$ cat src/rtl/rc4_breaker_pkg.sv
// Shared types for the RC4 key-search result path.
// Message/key geometry, arbiter state encoding and a counter helper.
package rc4_breaker_pkg;

    localparam int MSG_LEN = 32;
    localparam int KEY_W   = 24;

    typedef logic [7:0]       msg_t [MSG_LEN];
    typedef logic [KEY_W-1:0] key_t;

    typedef enum logic [2:0] {
        IDLE,
        WAIT_ROM,
        LAUNCH,
        SEARCH,
        LATCH,
        FOUND,
        EXHAUSTED
    } arb_state_t;

    function automatic logic [31:0] sat_inc(input logic [31:0] v);
        return (&v) ? v : v + 32'd1;
    endfunction

endpackage

$ cat src/rtl/core_result_arbiter_if.sv
// Control and result bundle between the arbiter and the search cores.
// master = arbiter side, slave = cores / host side.
interface core_result_arbiter_if #(
    parameter int NUM_CORES = 4,
    parameter int MSG_LEN   = 32,
    parameter int KEY_W     = 24
);
    localparam int IDW = (NUM_CORES > 1) ? $clog2(NUM_CORES) : 1;

    logic                                  start;
    logic                                  read_rom_done;
    logic [NUM_CORES-1:0]                  core_done;
    logic [NUM_CORES-1:0]                  core_found;
    logic [NUM_CORES-1:0][KEY_W-1:0]       core_key;
    logic [NUM_CORES-1:0][MSG_LEN-1:0][7:0] core_data;

    logic                                  start_core;
    logic                                  stop_core;
    logic [IDW-1:0]                        winner_id;
    logic [KEY_W-1:0]                      result_key;
    logic [MSG_LEN-1:0][7:0]               result_data;
    logic [31:0]                           search_cycles;
    logic                                  busy;
    logic                                  done;
    logic                                  found;

    modport master (
        input  start, read_rom_done,
        input  core_done, core_found, core_key, core_data,
        output start_core, stop_core, winner_id,
        output result_key, result_data, search_cycles,
        output busy, done, found
    );

    modport slave (
        output start, read_rom_done,
        output core_done, core_found, core_key, core_data,
        input  start_core, stop_core, winner_id,
        input  result_key, result_data, search_cycles,
        input  busy, done, found
    );

endinterface

$ cat src/rtl/lowest_index_encoder.sv
// Fixed-priority encoder: index of the lowest set bit plus any-set flag.
// Purely combinational.
module lowest_index_encoder #(
    parameter int N = 4,
    localparam int W = (N > 1) ? $clog2(N) : 1
) (
    input  logic [N-1:0] vec,
    output logic [W-1:0] idx,
    output logic         valid
);

    // Scan downward so the lowest set index is the last write.
    always_comb begin
        idx   = '0;
        valid = |vec;
        for (int i = N - 1; i >= 0; i--) begin
            if (vec[i]) idx = W'(i);
        end
    end

endmodule

$ cat src/rtl/core_result_arbiter.sv
// Launches the key-search cores, freezes them on the first hit and
// latches the winning key/plaintext; flags exhaustion otherwise.
module core_result_arbiter #(
    parameter int          NUM_CORES       = 4,
    parameter int          MSG_LEN         = 32,
    parameter int          KEY_W           = 24,
    parameter logic [31:0] SEARCH_CNT_INIT = 32'd0
) (
    input logic                  CLOCK_50,
    input logic                  reset,
    core_result_arbiter_if.master bus
);

    import rc4_breaker_pkg::*;

    localparam int IDW = (NUM_CORES > 1) ? $clog2(NUM_CORES) : 1;

    arb_state_t     state;
    logic [IDW-1:0] hit_idx;
    logic           hit;
    logic           all_done;

    lowest_index_encoder #(
        .N(NUM_CORES)
    ) u_enc (
        .vec   (bus.core_found),
        .idx   (hit_idx),
        .valid (hit)
    );

    assign all_done = &bus.core_done;

    always_ff @(posedge CLOCK_50 or posedge reset) begin
        if (reset) begin
            state             <= IDLE;
            bus.start_core    <= 1'b0;
            bus.stop_core     <= 1'b0;
            bus.winner_id     <= '0;
            bus.result_key    <= '0;
            bus.result_data   <= '0;
            bus.search_cycles <= '0;
            bus.busy          <= 1'b0;
            bus.done          <= 1'b0;
            bus.found         <= 1'b0;
        end else begin
            bus.start_core <= 1'b0;
            unique case (state)
                IDLE: begin
                    if (bus.start) begin
                        state    <= WAIT_ROM;
                        bus.busy <= 1'b1;
                    end
                end
                WAIT_ROM: begin
                    if (bus.read_rom_done) begin
                        state             <= LAUNCH;
                        bus.start_core    <= 1'b1;
                        bus.search_cycles <= SEARCH_CNT_INIT;
                    end
                end
                LAUNCH: begin
                    state <= SEARCH;
                end
                SEARCH: begin
                    bus.search_cycles <= sat_inc(bus.search_cycles);
                    // A hit outranks all-done seen on the same edge.
                    if (hit) begin
                        state           <= LATCH;
                        bus.stop_core   <= 1'b1;
                        bus.winner_id   <= hit_idx;
                        bus.result_key  <= bus.core_key[hit_idx];
                        bus.result_data <= bus.core_data[hit_idx];
                    end else if (all_done) begin
                        state         <= EXHAUSTED;
                        bus.stop_core <= 1'b1;
                        bus.busy      <= 1'b0;
                        bus.done      <= 1'b1;
                    end
                end
                LATCH: begin
                    state     <= FOUND;
                    bus.busy  <= 1'b0;
                    bus.done  <= 1'b1;
                    bus.found <= 1'b1;
                end
                FOUND, EXHAUSTED: begin
                    state <= state;
                end
                default: begin
                    state <= IDLE;
                end
            endcase
        end
    end

endmodule
$ cat src/flat_wrapper.sv
// flat-port wrapper written by rule: the top's interface ports become plain ports
module core_result_arbiter_flat import rc4_breaker_pkg::*;
#(
    parameter int          NUM_CORES       = 4,
    parameter int          MSG_LEN         = 32,
    parameter int          KEY_W           = 24,
    parameter logic [31:0] SEARCH_CNT_INIT = 32'd0
)
  (CLOCK_50, reset, bus_start, bus_read_rom_done, bus_core_done, bus_core_found, bus_core_key, bus_core_data, bus_start_core, bus_stop_core, bus_winner_id, bus_result_key, bus_result_data, bus_search_cycles, bus_busy, bus_done, bus_found);
  core_result_arbiter_if #(.NUM_CORES(NUM_CORES), .MSG_LEN(MSG_LEN), .KEY_W(KEY_W)) bus_i ();
  input logic CLOCK_50;
  input logic reset;
  input wire logic [$bits(bus_i.start)-1:0] bus_start;
  input wire logic [$bits(bus_i.read_rom_done)-1:0] bus_read_rom_done;
  input wire logic [$bits(bus_i.core_done)-1:0] bus_core_done;
  input wire logic [$bits(bus_i.core_found)-1:0] bus_core_found;
  input wire logic [$bits(bus_i.core_key)-1:0] bus_core_key;
  input wire logic [$bits(bus_i.core_data)-1:0] bus_core_data;
  output wire logic [$bits(bus_i.start_core)-1:0] bus_start_core;
  output wire logic [$bits(bus_i.stop_core)-1:0] bus_stop_core;
  output wire logic [$bits(bus_i.winner_id)-1:0] bus_winner_id;
  output wire logic [$bits(bus_i.result_key)-1:0] bus_result_key;
  output wire logic [$bits(bus_i.result_data)-1:0] bus_result_data;
  output wire logic [$bits(bus_i.search_cycles)-1:0] bus_search_cycles;
  output wire logic [$bits(bus_i.busy)-1:0] bus_busy;
  output wire logic [$bits(bus_i.done)-1:0] bus_done;
  output wire logic [$bits(bus_i.found)-1:0] bus_found;
  assign bus_i.start = bus_start;
  assign bus_i.read_rom_done = bus_read_rom_done;
  assign bus_i.core_done = bus_core_done;
  assign bus_i.core_found = bus_core_found;
  assign bus_i.core_key = bus_core_key;
  assign bus_i.core_data = bus_core_data;
  assign bus_start_core = bus_i.start_core;
  assign bus_stop_core = bus_i.stop_core;
  assign bus_winner_id = bus_i.winner_id;
  assign bus_result_key = bus_i.result_key;
  assign bus_result_data = bus_i.result_data;
  assign bus_search_cycles = bus_i.search_cycles;
  assign bus_busy = bus_i.busy;
  assign bus_done = bus_i.done;
  assign bus_found = bus_i.found;
  core_result_arbiter #(.NUM_CORES(NUM_CORES), .MSG_LEN(MSG_LEN), .KEY_W(KEY_W), .SEARCH_CNT_INIT(SEARCH_CNT_INIT)) u_core (.CLOCK_50(CLOCK_50), .reset(reset), .bus(bus_i));
endmodule
$ cat config.mk
export PLATFORM = sky130hd
export DESIGN_NAME = core_result_arbiter_flat
export DESIGN_NICKNAME = d
export VERILOG_FILES = /design/src/rtl/rc4_breaker_pkg.sv /design/src/rtl/core_result_arbiter_if.sv /design/src/rtl/lowest_index_encoder.sv /design/src/rtl/core_result_arbiter.sv /design/src/flat_wrapper.sv
export SDC_FILE = /design/constraint.sdc
export NUM_CORES = 1
export LEC_CHECK = 0
export ABC_AREA = 1
export BUFFER_PORTS_ARGS = -buffer_cell sky130_fd_sc_hd__buf_4
export CORE_AREA = 2 2 569 571
export CTS_BUF_LIST = sky130_fd_sc_hd__clkbuf_4 sky130_fd_sc_hd__clkbuf_8
export DETAILED_ROUTE_END_ITERATION = 12
export DIE_AREA = 0 0 571 573
export SLEW_MARGIN = 20
export SYNTH_ARGS = -nofsm -noshare
export SYNTH_HDL_FRONTEND = slang
export SYNTH_SLANG_ARGS = --single-unit
$ cat constraint.sdc
create_clock -name CLOCK_50 -period 14.43 [get_ports CLOCK_50]
set_clock_uncertainty 0.1 [all_clocks]
set_input_delay 2.886 -clock CLOCK_50 [delete_from_list [all_inputs] [get_ports CLOCK_50]]
set_output_delay 2.886 -clock CLOCK_50 [all_outputs]
set_load 0.05 [all_outputs]
==> Word level (Yosys, flattened, before mapping) <==
Index checks and enable logic that the tools add are counted.
{ "totals": {"reg_bits": 322, "output_inout_bits": 319, "wordCells": 97} }
{ "op_classes": {"n_eq_ne": 12, "n_reduce_logical": 15, "n_bitwise": 1, "addsub": 1, "order_cmp": 1, "n_mux": 26} }
{ "ops": {"columns": ["cell", "count"], "rows": [
  ["$bmux W256 S2", 1],
  ["$mux W256", 1],
  ["$mux W32", 2],
  ["$pmux W32 S2", 1],
  ["$bmux W24 S2", 1],
  ["$add A32 B1 Y32 const B", 1],
  ["$reduce_and A32 Y1", 1],
  ["$mux W24", 1],
  ["$pmux W3 S6", 1],
  ["$mux W3", 4],
  ["$reduce_and A4 Y1", 3],
  ["$eq A3 B3 Y1 const B", 3],
  ["$mux W1", 8],
  ["$mux W2", 4],
  ["$ne A2 B2 Y1 const B", 4],
  ["$eq A3 B2 Y1 const B", 2],
  ["$reduce_and A3 Y1", 2],
  ["$reduce_bool A2 Y1", 3],
  ["$reduce_and A2 Y1", 2],
  ["$reduce_or A4 Y1", 1],
  ["$eq A3 B1 Y1 const B", 1],
  ["$logic_not A3 Y1", 1],
  ["$lt A2 B3 Y1 const B", 1],
  ["$ne A3 B1 Y1 const B", 1],
  ["6 further kinds", 6]
]} }

==> Longest topological paths before layout <==
Gate-level depths: netlist of the first run.
{ "logic_depth": {"word_depth": 6, "ltp_mapped": 12} }

==> Cells and area by module <==
A second synthesis of the first run with hierarchy kept.
{ "hier_totals": {"hier_cells": 3180, "area_unflattened_um2": 20573.5} }
{ "by_module_without_submodules": {"columns": ["module", "area_per_inst_um2", "cells_each", "n_inst"], "rows": [
  ["core_result_arbiter", 20527.2, 3171, 1],
  ["lowest_index_encoder", 46.3, 9, 1]
]} }

==> Worst setup path after synthesis of the first run <==
No wires, ideal clock.
{ "synth_timing": {"path_type": "input to register", "from": "in bus_core_found[3]", "to": "reg u_core.bus.result_data[112]", "required_ns": 14.212, "path_stages": 12, "arrival_ns": 3.876, "slack_ns": 10.337, "setup_ns": 0.118, "path_buffers": 3, "path_cell_list": "inv_1 > o21ai_2 > nand2_1 > buf_2 > buf_4 > buf_2 > nand2_1 > nand2_1 > nand2_1 > nand2_1 > nand2_1 > nand2_1"} }
{ "synth_between": {"elab_chain_cells": 6, "word_cells_on_any_way": 8, "cone_classes": "mux (6); reduce/logical (2)"} }
{ "synth_rtl": {"columns": ["item", "line", "source"], "rows": [
  ["from (decl)", "flat_wrapper.sv:16", "input wire logic [$bits(bus_i.core_found)-1:0] bus_core_found;"],
  ["$mux W2 (4 in series)", "lowest_index_encoder.sv:17", "if (vec[i]) idx = W'(i);"],
  ["$bmux W256 S2", "core_result_arbiter.sv:72", "bus.result_data <= bus.core_data[hit_idx];"],
  ["$mux W256 (not written as such)", "core_result_arbiter.sv:72", null],
  ["to (signal assigned)", "core_result_arbiter.sv:72", null],
  ["to (decl)", "core_result_arbiter_if.sv:31", "output result_key, result_data, search_cycles,"]
]} }
Several ways; a longest one is shown, not always the timed one. The select of a mux whose other input is x is not followed.
A chain may end at the register's enable or synchronous reset.

==> Worst setup path after layout of the first run <==
{ "layout_timing": {"from": "in bus_core_found[3]", "to": "reg u_core.bus.result_key[6]"} }
{ "layout_between": {"elab_chain_cells": 6, "word_cells_on_any_way": 8, "cone_classes": "mux (6); reduce/logical (2)"} }
{ "layout_rtl": {"columns": ["item", "line", "source"], "rows": [
  ["$mux W2 (4 in series)", "lowest_index_encoder.sv:17", null],
  ["$bmux W24 S2", "core_result_arbiter.sv:71", "bus.result_key <= bus.core_key[hit_idx];"],
  ["$mux W24 (not written as such)", "core_result_arbiter.sv:71", null],
  ["to (signal assigned)", "core_result_arbiter.sv:71", null],
  ["to (decl)", "core_result_arbiter_if.sv:31", null]
]} }
Several ways; a longest one is shown, not always the timed one. The select of a mux whose other input is x is not followed.

==> flow_summary.toml, run 1 <==
[clock_tree]
holdBufCountCts = 0
post_cts.repair.setup_buffers = 0
clock-sinks = 322
clk_latency_ns = 0.89
cts_tree = "built"
numCtsBuffers = 85
cts.clk_slew.worst_paths_ns = 0.06
cts-root-buf = "clkbuf_8"
ctsLongestPathBuffers = 4
h-tree-depth = 3
post_cts_resized = 0

[synthesis]
ys_ff_latch = 322
netlist_instances = 4373
yosys_warnings = 0
synth_area_um2 = 24500
postSynthAreaPerCell_um2 = 5.60
ys_types = 28
synth.top_cell.area_share_pct = 45.8
yosys.area.top_type = "nand2_1"
seq_area_frac_synth_pct = 32.9
ys_top_cells_by_area = "nand2_1 46%, dfrtp_1 33%, nand3_1 12%"
syn_nets = 5506

[timing]
drv_slew = 0
max_slew_margin_pct = 33.7
tns_ns = 0
period_needed_ns = 6.61
fmax_mhz = 151
min_period_over_period_pct = 45.8
finalHoldViolCount = 0
rsz0062_at_grt = "false"
tightest_slew_ns = 0.994
setup_viol = 0

[worst_setup_path]
start_kind = "input pin"
crit_type = "in -> reg"
worstPathArrival_ns = 7.31
worstPathMaxFanout = 81
critPathCaptureType = "flop"
worstPathRequired_ns = 15.13

[routing]
detail-route-antenna-nets = 0
dr.pass1.iters = 6
wl_mm = 262
routedWlPerCell_um = 26.0
viasPerCell = 3.50
vias = 35268
drtIter0Drc = 3307
drc = 0

[floorplanning]
die_w_um = 571
ios = 1451
initial_core_util_pct = 7.64
fp.dieH_um = 573
dieArea_um2 = 327000
rows = 208
coreArea_um2 = 320000

[power]
p_leak_uw = 0.0227
power.density_nw_per_um2 = 168
total_power_uw = 7000
ir_worst_vdd_mv = 0.114

[placed_design]
io_buffer_count = 1450
globalplace.congestion = 0.983
place_hpwl_mm = 223

[run_status]
status = "finished, final reports clean"

[global_route]
grt_pass1_wl_mm = 331
grt_use_total_pct = 15.3
grt_pass1_vias = 33534
antenna_found_initial = 224
gr-total-overflow = 0
grt_max_degree = 128

[worst_hold_path]
hold_class = "reg -> reg"

[final_layout]
drive_gt1_share_pct = 29.3
fin_nets = 6781
fillers = 37722
syn2layout_area_growth_pct = 70.7

[run]
maxCapViolations = 0
worst paths after layout:
path / slack (ns) / depth (start not counted) / start / to
setup / recovery: 7.82 / 14 / bus_core_found[3] / u_core.bus.result_key[6]
hold / removal: 0.38 / 2 / u_core.bus.result_data[162] / u_core.bus.result_data[162]
setup reg to reg: 10.60 / 9 / u_core.state[1] / u_core.bus.result_data[101]
hold reg to reg: 0.38 / 2 / u_core.bus.result_data[162] / u_core.bus.result_data[162]
max in group asynchronous: 9.49 / 5 / reset / u_core.bus.result_data[208]
min in group asynchronous: 1.98 / 2 / reset / u_core.bus.search_cycles[9]
layout by cell type, fill, tap and decap left out, types with 2 or more instances in the layout:
| cell | instances |
|---|---|
| buf_4 | 1499 |
| nor2_2 | 3 |
| a21oi_1 | 3 |
| clkbuf_4 | 16 |
| xnor2_1 | 3 |
| nand2_1 | 2984 |
| nand3_1 | 600 |
| inv_2 | 2 |
| clkbuf_8 | 96 |
| nor3_1 | 3 |
| inv_8 | 4 |
| dfrtp_1 | 322 |
| nand2_4 | 2 |
| bufinv_16 | 9 |
| clkinvlp_4 | 3 |
| diode_2 | 73 |
| xor2_1 | 3 |
| or2_2 | 9 |
| nor2_1 | 60 |
| nand2_2 | 2 |
| nand4_1 | 3 |
| o21ai_0 | 10 |
| nand3b_1 | 2 |
| buf_12 | 3 |
| inv_1 | 36 |
| clkinv_2 | 16 |
synthesized netlist by cell type (all sizes together):
cell type / instances
o211ai: 1
xor2: 3
nor2: 64
nand4: 3
a21oi: 4
o21ai: 11
or2: 9
o21bai: 1
clkbuf: 73
ha: 1
nand3: 601
xnor2: 3
nor3: 3
dfrtp: 322
nand2: 2988
nand3b: 2
inv: 42
buf: 241
o22ai: 1
cells by family after synthesis:
family,after synthesis,share of synthesized area [%]
buf+inv,356,6.73
fa+ha+maj,1,0.0511
simple gates,3670,59.6
compound gates,18,0.455
flops,322,32.9
xor+xnor,6,0.215
worst max-delay path, cell delays in order:
cell and delay (ns):
buf_4 0.07, inv_1 0.07, o21ai_4 0.11, buf_4 0.62
buf_4 0.72, buf_4 0.52, buf_4 0.66, buf_4 0.81
nand3_1 0.19, nand2_1 0.12, nand2_1 0.05, nand2_1 0.10
nand2_1 0.06, nand2_1 0.09
cell type report:
| cell class | instances | area, um^2 | area share, % |
|---|---|---|---|
| inverter | 42 | 188 | 0.449 |
| sequential | 322 | 8060 | 19.3 |
| tap | 4305 | 5390 | 12.9 |
| clock buffer | 112 | 1440 | 3.45 |
| antenna | 73 | 183 | 0.437 |
| multi-input combinational | 3695 | 14800 | 35.4 |
| clock inverter | 30 | 398 | 0.953 |
| timing repair buffer | 1502 | 11300 | 27.1 |
per-layer routing:
| metal | GRT usage, % | vias up | part of all wire (%) |
|---|---|---|---|
| met5 | 0 | - | 0.39 |
| met4 | 7.11 | 152 | 5.0 |
| met3 | 8.51 | 522 | 14 |
| met2 | 23.4 | 2005 | 43 |
| met1 | 17.2 | 16441 | 38 |
| li1 | - | 16148 | - |
report_power, final:
group	switching [uW]	internal, uW	leakage [uW]	total [uW]
clock	617	808	0.000966	1430
combinational	2930	1020	0.0176	3960
sequential	328	1290	0.00412	1620
total	3880	3120	0.0227	7000
metrics by stage:
step                cells  instance area (um^2)  setup slack, ns  utilization, %  hold WS [ns]
global placement     9866                 39700             7.02            12.4         0.357
finish              10081                 41800             7.82            13.0         0.375
floorplan            4373                 24500             2.53               -         0.375
detailed placement   9866                 39700             7.01            12.4         0.364
global route        10042                 41700             7.62            13.0         0.393
CTS                 10008                 41600             8.04            13.0         0.381
registers in the layout, summed over array words and instances, names as in the netlist:
| register | flops |
|---|---|
| u_core.bus.result_data | 256 |
| u_core.bus.search_cycles | 32 |
| u_core.bus.result_key | 24 |
| u_core.state | 3 |
| u_core.bus.winner_id | 2 |
| u_core.bus.busy | 1 |
| u_core.bus.done | 1 |
| u_core.bus.found | 1 |
| u_core.bus.start_core | 1 |
| u_core.bus.stop_core | 1 |
Note: power is estimated with default switching activity, not from simulation.
==> run 2, diff against run 1 <==
==> constraint.sdc (replaced) <==
create_clock -name CLOCK_50 -period 6.8 [get_ports CLOCK_50]
set_clock_uncertainty 0.1 [all_clocks]
set_input_delay 1.36 -clock CLOCK_50 [delete_from_list [all_inputs] [get_ports CLOCK_50]]
set_output_delay 1.36 -clock CLOCK_50 [all_outputs]
set_load 0.05 [all_outputs]
==> run 2 against run 1 <==
  * Worst hold slack better by 0.0025 ns
  * Sequential power is 110% higher
  * Final cell count is 0.39% lower
  * Core utilization hardly changed
  * Combinational power is 110% higher
  * Power is 110% higher
  * Critical path depth is 3 lower
==> flow_summary.toml, run 2 (synthesized netlist as in run 1, its figures left out) <==
[global_route]
antenna_found_initial = 209
grt_use_total_pct = 15.2
grt_max_degree = 152
grt_pass1_wl_mm = 329
grt_pass1_vias = 33395
gr-total-overflow = 0

[power]
power.density_nw_per_um2 = 353
p_int_uw = 6560
seq_power_share_pct = 23.2
swShare_pct = 55.6
p_leak_uw = 0.0228
clockPowerShare_pct = 19.4
p_comb_share_pct = 57.4
p_sw_uw = 8210
ir_worst_vdd_mv = 0.228

[routing]
dr.pass1.iters = 7
vias = 35064
wl_mm = 260
detail-route-antenna-nets = 0
drc = 0
drtIter0Drc = 3254
routedWlPerCell_um = 25.9
viasPerCell = 3.49

[run]
maxCapViolations = 0

[placed_design]
place_hpwl_mm = 220
io_buffer_count = 1450
globalplace.congestion = 0.976
place_area_um2 = 40000

[final_layout]
fin_nets = 6777
regMostFlops = "u_core.bus.result_data"
largest_register_ff_count = 256
syn2layout_area_growth_pct = 71.1
top_regs = "u_core.bus.result_data (256), u_core.bus.search_cycles (32), u_core.bus.result_key (24)"
layout_commonest_cell = "nand2_1"
final_area_um2 = 41900
final_cell_mix = "2984 x nand2_1, 1478 x buf_4, 600 x nand3_1"
drive_gt1_share_pct = 29.2

[floorplanning]
dieArea_um2 = 327000
coreArea_um2 = 320000
initial_core_util_pct = 7.64
rows = 208
ios = 1451
fp.dieH_um = 573
die_w_um = 571

[worst_setup_path]
crit_type = "in -> reg"
worstPathRequired_ns = 7.52
worstPathArrival_ns = 4.29
start_kind = "input pin"
critPathCaptureType = "flop"
worstPathMaxFanout = 77
reg2regPathDepth = 8

[clock_tree]
cts.clk_slew.worst_paths_ns = 0.06
clk_latency_ns = 0.83
numCtsBuffers = 81
cts-root-buf = "clkbuf_8"
clock-sinks = 322
post_cts_resized = 0
h-tree-depth = 3
post_cts.repair.setup_buffers = 0
cts_tree = "built"
ctsLongestPathBuffers = 4
holdBufCountCts = 0

[run_status]
status = "finished, final reports clean"

[timing]
period_needed_ns = 3.57
fmax_mhz = 280
tightest_slew_ns = 1.16
setup_viol = 0
rsz0062_at_grt = "false"
max_slew_margin_pct = 22.7
drv_slew = 0
min_period_over_period_pct = 52.5
finalHoldViolCount = 0
tns_ns = 0

[worst_hold_path]
hold_depth = 2
hold_class = "reg -> reg"
run 2: area by class of cell:
cell class / count / area [um^2]
sequential: 322 / 8060
clock buffer: 116 / 1490
fill: 37649 / 279000
timing repair buffer: 1502 / 11600
inverter: 42 / 184
clock inverter: 18 / 259
multi-input combinational: 3695 / 14800
tap: 4305 / 5390
antenna: 42 / 105
run 2: worst max-delay path: stages:
cell and delay, ns:
buf_4 0.12, inv_2 0.22, o21ai_4 0.16, nand2_4 0.53
buf_4 0.83, nand2_1 0.18, nand2_1 0.28, nand2_1 0.22
nand2_1 0.11, nand2_1 0.06, nand2_1 0.08
run 2: worst paths after layout:
check | to | start | slack, ns
max in group asynchronous | u_core.bus.result_data[248] | reset | 4.59
worst min-delay path | u_core.bus.result_data[19] | u_core.bus.result_data[19] | 0.38
worst max register to register | u_core.bus.result_data[241] | u_core.state[1] | 3.69
min in group asynchronous | u_core.bus.result_data[71] | reset | 0.55
worst max-delay path | u_core.bus.result_data[207] | bus_core_found[1] | 3.23
worst min register to register | u_core.bus.result_data[19] | u_core.bus.result_data[19] | 0.38
run 2: layer usage:
| metal | part of all wire (%) | routed length [um] | GRT usage (%) | up-vias |
|---|---|---|---|---|
| met5 | 0.42 | 1080 | 0 | - |
| met4 | 4.5 | 11700 | 6.38 | 160 |
| met3 | 14 | 36000 | 8.19 | 494 |
| met2 | 43 | 112000 | 23.4 | 1977 |
| met1 | 38 | 99200 | 17.3 | 16327 |
| li1 | - | - | - | 16106 |
run 2: power groups by stage:
stage	Sequential (uW)	Clock (uW)	Combinational, uW
floorplan	5990	0	1950
global placement	3420	0	8610
detailed placement	3420	0	8630
CTS	3420	3000	8640
global route	3510	3050	9020
finish	3430	2860	8480
run 2: per-stage QoR:
| step | hold WS [ns] | setup slack [ns] | power (uW) | std cells | util [%] |
|---|---|---|---|---|---|
| floorplan | 0.375 | 1.05 | 7940 | 4373 | - |
| detailed placement | 0.363 | 2.39 | 12000 | 9866 | 12.5 |
| CTS | 0.380 | 3.44 | 15100 | 10000 | 13.0 |
| global placement | 0.360 | 2.38 | 12000 | 9866 | 12.5 |
| finish | 0.378 | 3.23 | 14800 | 10042 | 13.1 |
| global route | 0.393 | 3.22 | 15600 | 10021 | 13.0 |
